**config.mk**
```make
export PLATFORM = sky130hd
export DESIGN_NAME = serial_word_receiver
export DESIGN_NICKNAME = d
export VERILOG_FILES = /design/src/rtl/serial_word_receiver.sv
export SDC_FILE = /design/constraint.sdc
export NUM_CORES = 1
export LEC_CHECK = 0
export ABC_AREA = 1
export BUFFER_PORTS_ARGS = -buffer_cell sky130_fd_sc_hd__buf_4
export CAP_MARGIN = 20
export CORE_MARGIN = 1.5
export CORE_UTILIZATION = 45
export CTS_CLUSTER_DIAMETER = 150
export DETAILED_ROUTE_END_ITERATION = 8
export PLACE_DENSITY = 0.69
export RECOVER_POWER = 50
export SKIP_LAST_GASP = 1
export SLEW_MARGIN = 5
export SYNTH_ARGS = -nofsm -noshare
export SYNTH_HDL_FRONTEND = slang
export SYNTH_SLANG_ARGS = --single-unit
```
**constraint.sdc**
```tcl
create_clock -name clock -period 1.72 [get_ports clock]
set_input_delay 0.258 -clock clock [delete_from_list [all_inputs] [get_ports clock]]
set_output_delay 0.258 -clock clock [all_outputs]
set_load 0.01 [all_outputs]
```
**src/rtl/serial_word_receiver.sv**
```systemverilog
// -----------------------------------------------------------------------------
// serial_word_receiver
//   Deserialises a framed bit stream into N-bit words. A bit qualified by
//   serial_valid together with frame_start opens a word; the N-th bit closes it
//   and hands the word to a one-deep valid/ready output register. Bit order is
//   chosen per word by dir, sampled with the first bit.
//
// Ports
//   clock         : single clock, rising edge
//   reset_n       : asynchronous active-low reset
//   serial_in     : serial data bit
//   serial_valid  : serial_in carries a valid bit this cycle
//   frame_start   : current valid bit is bit 0 of a new word
//   dir           : 0 = MSB first, 1 = LSB first (sampled with the first bit)
//   flags_clr     : synchronous clear of overrun / frame_error
//   out_ready     : consumer accepts parallel_out
//   parallel_out  : last completed word
//   out_valid     : parallel_out holds an unconsumed word
//   busy          : a word is partially received
//   bit_count     : bits received in the current word
//   overrun       : sticky, a completed word was dropped
//   frame_error   : sticky, a word was aborted by an early frame_start
// -----------------------------------------------------------------------------
module serial_word_receiver #(
    parameter int N  = 4,
    parameter int CW = 3
) (
    input  logic          clock,
    input  logic          reset_n,
    input  logic          serial_in,
    input  logic          serial_valid,
    input  logic          frame_start,
    input  logic          dir,
    input  logic          flags_clr,
    input  logic          out_ready,
    output logic [N-1:0]  parallel_out,
    output logic          out_valid,
    output logic          busy,
    output logic [CW-1:0] bit_count,
    output logic          overrun,
    output logic          frame_error
);

    typedef enum logic [0:0] {
        IDLE = 1'b0,
        RECV = 1'b1
    } state_t;

    state_t        state_r;
    logic [N-1:0]  shift_r;
    logic [N-1:0]  parallel_out_r;
    logic [CW-1:0] bit_count_r;
    logic          dir_r;
    logic          out_valid_r;
    logic          overrun_r;
    logic          frame_error_r;

    logic [N-1:0]  base_s;
    logic [N-1:0]  shifted_s;
    logic          shift_dir_s;
    logic          start_s;
    logic          restart_s;
    logic          last_bit_s;
    logic          word_done_s;
    logic          accept_s;
    logic          overrun_set_s;

    // Next shift-register value and word-completion / flag-set decode
    always_comb begin
        start_s       = serial_valid & frame_start;
        restart_s     = start_s & (state_r == RECV);
        last_bit_s    = (bit_count_r == CW'(N - 1));
        word_done_s   = serial_valid & ~frame_start & (state_r == RECV) & last_bit_s;
        accept_s      = ~out_valid_r | out_ready;
        overrun_set_s = word_done_s & ~accept_s;
        // A first bit uses the freshly presented dir and starts from an empty
        // register so nothing of an aborted word survives.
        if (start_s) begin
            shift_dir_s = dir;
            base_s      = {N{1'b0}};
        end else begin
            shift_dir_s = dir_r;
            base_s      = shift_r;
        end
        if (shift_dir_s) begin
            shifted_s = {serial_in, base_s[N-1:1]};
        end else begin
            shifted_s = {base_s[N-2:0], serial_in};
        end
    end

    // Receive FSM: state, shift register, bit counter and latched bit order
    always_ff @(posedge clock or negedge reset_n) begin
        if (!reset_n) begin
            state_r     <= IDLE;
            shift_r     <= {N{1'b0}};
            bit_count_r <= {CW{1'b0}};
            dir_r       <= 1'b0;
        end else if (serial_valid) begin
            case (state_r)
                IDLE: begin
                    if (frame_start) begin
                        state_r     <= RECV;
                        dir_r       <= dir;
                        shift_r     <= shifted_s;
                        bit_count_r <= CW'(1);
                    end else begin
                        state_r     <= IDLE;
                    end
                end
                RECV: begin
                    if (frame_start) begin
                        dir_r       <= dir;
                        shift_r     <= shifted_s;
                        bit_count_r <= CW'(1);
                    end else if (last_bit_s) begin
                        state_r     <= IDLE;
                        shift_r     <= shifted_s;
                        bit_count_r <= {CW{1'b0}};
                    end else begin
                        shift_r     <= shifted_s;
                        bit_count_r <= bit_count_r + CW'(1);
                    end
                end
                default: begin
                    state_r     <= IDLE;
                    bit_count_r <= {CW{1'b0}};
                end
            endcase
        end else begin
            state_r <= state_r;
        end
    end

    // Output register with valid/ready handshake; a completing word may
    // replace a word being consumed on the same edge
    always_ff @(posedge clock or negedge reset_n) begin
        if (!reset_n) begin
            parallel_out_r <= {N{1'b0}};
            out_valid_r    <= 1'b0;
        end else if (word_done_s && accept_s) begin
            parallel_out_r <= shifted_s;
            out_valid_r    <= 1'b1;
        end else if (out_valid_r && out_ready && !word_done_s) begin
            out_valid_r    <= 1'b0;
        end else begin
            out_valid_r    <= out_valid_r;
        end
    end

    // Sticky flags; a set event in the same cycle wins over flags_clr
    always_ff @(posedge clock or negedge reset_n) begin
        if (!reset_n) begin
            overrun_r     <= 1'b0;
            frame_error_r <= 1'b0;
        end else begin
            overrun_r     <= overrun_set_s | (overrun_r & ~flags_clr);
            frame_error_r <= restart_s | (frame_error_r & ~flags_clr);
        end
    end

    assign parallel_out = parallel_out_r;
    assign out_valid    = out_valid_r;
    assign busy         = (state_r == RECV);
    assign bit_count    = bit_count_r;
    assign overrun      = overrun_r;
    assign frame_error  = frame_error_r;

endmodule
```
# After elaboration in Yosys (flattened, before gate mapping)
# Cells that the tools add are included.
# classes
add_sub_neg,1
eq_ne,2
n_mux,16
bitwise_logic,16
n_reduce_logical,7
# ops
operator,count
4-bit 2-to-1 mux,3
3-bit 2-to-1 mux,3
1-bit bitwise AND,8
4-bit one-hot mux with 2 select lines,1
1-bit 2-to-1 mux,7
3-bit one-hot mux with 2 select lines,1
1-bit NOT,5
2-bit AND reduction,2
3-bit by 1-bit adder with 3-bit output (second input constant),1
3-bit by 2-bit == test with 1-bit output (second input constant),1
1-bit logical AND,3
1-bit bitwise OR,3
2-bit inequality test (second input constant),1
1-bit one-hot mux with 2 select lines,1
2-bit nonzero test,1
1-bit zero test,1
# totals
regBits,16
inputBits,8
output_inout_bits,11
word_cells,50

# Longest topological paths before layout
# depth
depth_word,8
depth_mapped,7
ltp_nobuf,6

# Worst setup path before layout
# Ideal clock, no wire load.
# synth_timing
path_type,reg-to-reg
startpoint,"reg bit_count_r[0], in the netlist bit_count[0]"
endpoint,"reg parallel_out_r[0], in the netlist parallel_out[0]"
arrival_ps,1039
required_ps,1603
path_slack_ps,564
stages_incl_launch_ff,7
path_buffers,0
period_less_slack_ps,1156
path_cell_list,dfrtp_1 -> ha_1 -> nand2_1 -> nor2_2 -> nand2_2 -> nand2_1 -> nand2_1
# synth_between
elab_chain_cells,3
# synth_rtl
item,line_no,source
start: declaration,52,logic [CW-1:0] bit_count_r;
start signal: assignment,97,bit_count_r <= {CW{1'b0}};
start signal: assignment,119,bit_count_r <= {CW{1'b0}};
start signal: assignment,122,bit_count_r <= bit_count_r + CW'(1);
3-bit by 2-bit == test with 1-bit output,72,last_bit_s = (bit_count_r == CW'(N - 1));
1-bit bitwise AND,73,word_done_s = serial_valid & ~frame_start & (state_r == RECV) & last_bit_s;
1-bit logical AND,141,end else if (word_done_s && accept_s) begin
end signal: assignment,139,parallel_out_r <= {N{1'b0}};
end signal: assignment,142,parallel_out_r <= shifted_s;
end: declaration,51,logic [N-1:0] parallel_out_r;
# Every way passes these cells.
# A chain may end at the register's enable or synchronous reset.

# Final worst setup path
# Same ends and word-level chain as after synthesis.

==> reports/qor.log <==
qor: placed_design.detailedPlacementHpwl 1.10 mm
qor: cts.htreeDepth 1
qor: layout.most_used_cells_in_the_layout_excluding_fill_and_tap_cells sky130_fd_sc_hd__nand2_1, sky130_fd_sc_hd__dfrtp_1, sky130_fd_sc_hd__buf_4, sky130_fd_sc_hd__inv_1, sky130_fd_sc_hd__nand3_1
qor: sta.setup_violating_endpoint_count_in_the_final_report 0
qor: detailed_routing.final_antenna_net_count 0
qor: detailed_routing.detail_route.first_pass.iterations 6
qor: sta.hold_viol_final 0
qor: logic_synthesis.cell_area_after_technology_mapping 772 µm²
qor: critical_path.critPathArrivalTime 1.38 ns
qor: critical_path.worst_ep_required_time 1.90 ns
qor: critical_path.crit_type flip-flop to flip-flop
qor: layout.final_common_cell sky130_fd_sc_hd__nand2_1
qor: floorplanning.dieWidth 44.4 µm
qor: power.switching_power 434 µW
qor: critical_path.setup.worst_path.start_class flip-flop
qor: power.irDropWorstVdd 721 µV
qor: detailed_routing.post_drt_wl_per_cell 10.7 µm
qor: detailed_routing.routedLengthMet1 690 µm
qor: sta.grt_setup_unrepaired false
qor: placed_design.portBuffers 18
qor: logic_synthesis.ys.warnings.count 0
qor: logic_synthesis.synth_nets 103
qor: power.power_switching_share 34.9%
qor: cts.clk_path_buf_depth 2
qor: layout.fin_area 947 µm²
qor: floorplanning.die-area 1970 µm²
qor: global_routing.overflow 0
qor: floorplanning.boundaryPins 19
qor: cts.clkLatencyLatePin 0.29 ns
qor: sta.timing_max_transition_violations_final 0
qor: sta.finalCritPeriodShare 69.6%
qor: status.run_status finished, final reports clean
qor: cts.tritoncts_num_sinks 16
qor: hold_path.min_path_cells 2
qor: hold_path.holdCritStartpoint flags_clr
qor: power.power_frac_seq 46.4%
qor: critical_path.crit_fanout 5
qor: global_routing.grt_util_all_layers 17.8%
qor: sta.max_freq 836 MHz
qor: sta.fin_crit 1.20 ns
qor: placed_design.postPlaceCellArea 916 µm²
qor: power.power_per_cell_area 1310 nW/µm²
qor: floorplanning.initial_utilization 49.5%
qor: critical_path.reg2reg_depth 6
qor: layout.post_route_cells_drive_above_1_share 23.3%
qor: power.pwr-share-comb 33.9%
qor: sta.finClkSkew 0.00617 ns
qor: logic_synthesis.syn_avg_cell_area 8.21 µm²
qor: cts.clockRootBuffer sky130_fd_sc_hd__clkbuf_4
qor: detailed_routing.met2_length 620 µm
qor: detailed_routing.dr_total_vias 636
qor: global_routing.antenna_found_initial 0
qor: layout.nets 126
qor: placed_design.finalWeightedCongestion 0.824
qor: power.cellLeakagePower 0.521 nW
qor: detailed_routing.drt-vias-per-instance 4.82
qor: detailed_routing.totalWireLength 1.41 mm
qor: layout.area_delta_synth_final 22.7%
qor: critical_path.critical_path_capture_point_type flip-flop
qor: logic_synthesis.flops_latches_synth 16
qor: cts.clock_tree_from_tritoncts built
qor: logic_synthesis.post_synth_inst_count 94
qor: global_routing.global_route_wire_length_before_repair 2.44 mm
qor: power.clock_power_share 19.8%
qor: detailed_routing.detail_route.iter0.violations 11
qor: logic_synthesis.synth.distinct_cells 16
qor: global_routing.largest_net_degree_at_the_start_of_global_routing 17
qor: power.cell_internal_pwr 808 µW
qor: cts.path_clk_slew 0.09 ns
qor: floorplanning.die_height 44.4 µm
qor: hold_path.timing.hold.worst.class input port to flip-flop
qor: job.cap_viol_max_count 0
qor: critical_path.rr_startpoint bit_count[0]
qor: floorplanning.floorplan.rows 14
qor: sta.slew-limit-headroom 43.7%
qor: cts.cts_made_buffers 3
qor: detailed_routing.met3RoutedLength 60 µm
qor: logic_synthesis.synth_sequential_area_ratio 51.9%
qor: global_routing.first_global_vias 567
qor: sta.max_slew.worst_pin.slew 0.844 ns
qor: sta.finalSetupTns 0 ns
qor: detailed_routing.drc_errors 0
qor: critical_path.critPathLaunch bit_count[0]
qor: layout.ant_diodes 0
qor: floorplanning.core_area 1560 µm²
qor: detailed_routing.dr.max_layer_used met4
final cells by class:
class,instances,area [µm²]
repair buffers,19,138
multi-input cells,66,312
clock buffers,4,36.3
flip-flops and latches,16,400
well taps,16,20.0
inverters,11,41.3
fillers,153,612
synthesized netlist by cell type:
cell,number,area share (%)
sky130_fd_sc_hd__nand2_1,38,18
sky130_fd_sc_hd__dfrtp_1,16,52
sky130_fd_sc_hd__inv_1,10,4.9
sky130_fd_sc_hd__nand3_1,7,4.5
sky130_fd_sc_hd__o21ai_0,6,3.9
sky130_fd_sc_hd__nor2_1,5,2.4
sky130_fd_sc_hd__nand2_2,2,1.6
sky130_fd_sc_hd__nand2_4,2,2.9
sky130_fd_sc_hd__a21oi_1,1,0.65
sky130_fd_sc_hd__buf_6,1,1.5
sky130_fd_sc_hd__ha_1,1,1.6
sky130_fd_sc_hd__inv_2,1,0.49
sky130_fd_sc_hd__nand3_2,1,1.3
sky130_fd_sc_hd__nor2_2,1,0.81
sky130_fd_sc_hd__nor3_4,1,2.1
sky130_fd_sc_hd__o211ai_1,1,0.97
per-layer routing:
| metal | up-vias | GRT usage, % |
|---|---|---|
| met5 | - | 0 |
| met4 | 0 | 12.7 |
| met3 | 5 | 2.45 |
| met1 | 276 | 24.3 |
| met2 | 17 | 25.9 |
| li1 | 338 | - |
power groups by stage:
stage / logic (mW) / clock network [mW] / registers (mW)
after floorplan: 0.221 / 0 / 0.604
after global placement: 0.430 / 0 / 0.579
after detailed placement: 0.435 / 0 / 0.584
after CTS: 0.439 / 0.259 / 0.577
after global routing: 0.477 / 0.270 / 0.590
final: 0.420 / 0.245 / 0.576
metrics by stage:
stage,hold slack [ns],instances,power [mW],utilization (%),setup WS (ns)
finish,0.151,132,1.24,60.8,0.524
global route,0.188,132,1.34,60.8,0.381
CTS,0.143,132,1.27,61.7,0.515
detailed placement,0.125,127,1.02,58.7,0.541
global placement,0.124,127,1.01,58.7,0.570
floorplan,-0.0376,94,0.825,-,0.564
cells by family (layout without fill, tap and decap cells):
group,count (synthesis),in the layout,share of synthesized area [%]
compound gates,8,8,5.51
fa+ha+maj,1,1,1.62
simple gates,57,57,34.2
flops,16,16,51.9
buf+inv,12,34,6.81
sequential cells by signal (all words and copies together) (netlist names):
signal        cells
parallel_out      4
shift_r           4
bit_count         3
busy              1
dir_r             1
frame_error       1
out_valid         1
overrun           1
final timing paths:
kind	to	slack [ns]
worst min register to register	parallel_out[2]	0.49
worst max-delay path	parallel_out[0]	0.52
worst max register to register	parallel_out[0]	0.52
max in group asynchronous	shift_r[1]	0.61
min in group asynchronous	frame_error	0.58
worst min-delay path	overrun	0.15
what timing repair did:
action | 4_1_cts | 5_1_grt
hold buffers | 1 | 0
buffers inserted | 0 | 0
resized for setup | 0 | 0
endpoints found under the hold margin | 16 | 0
critical path, cell delays in order, from the launching register on:
cell and delay, ns:
sky130_fd_sc_hd__dfrtp_1 0.40, sky130_fd_sc_hd__ha_1 0.18, sky130_fd_sc_hd__nand2_1 0.14, sky130_fd_sc_hd__nor2_2 0.17, sky130_fd_sc_hd__nand2_2 0.09, sky130_fd_sc_hd__nand2_1 0.07, sky130_fd_sc_hd__nand2_1 0.05
Note: power is estimated with default switching activity, not from simulation.
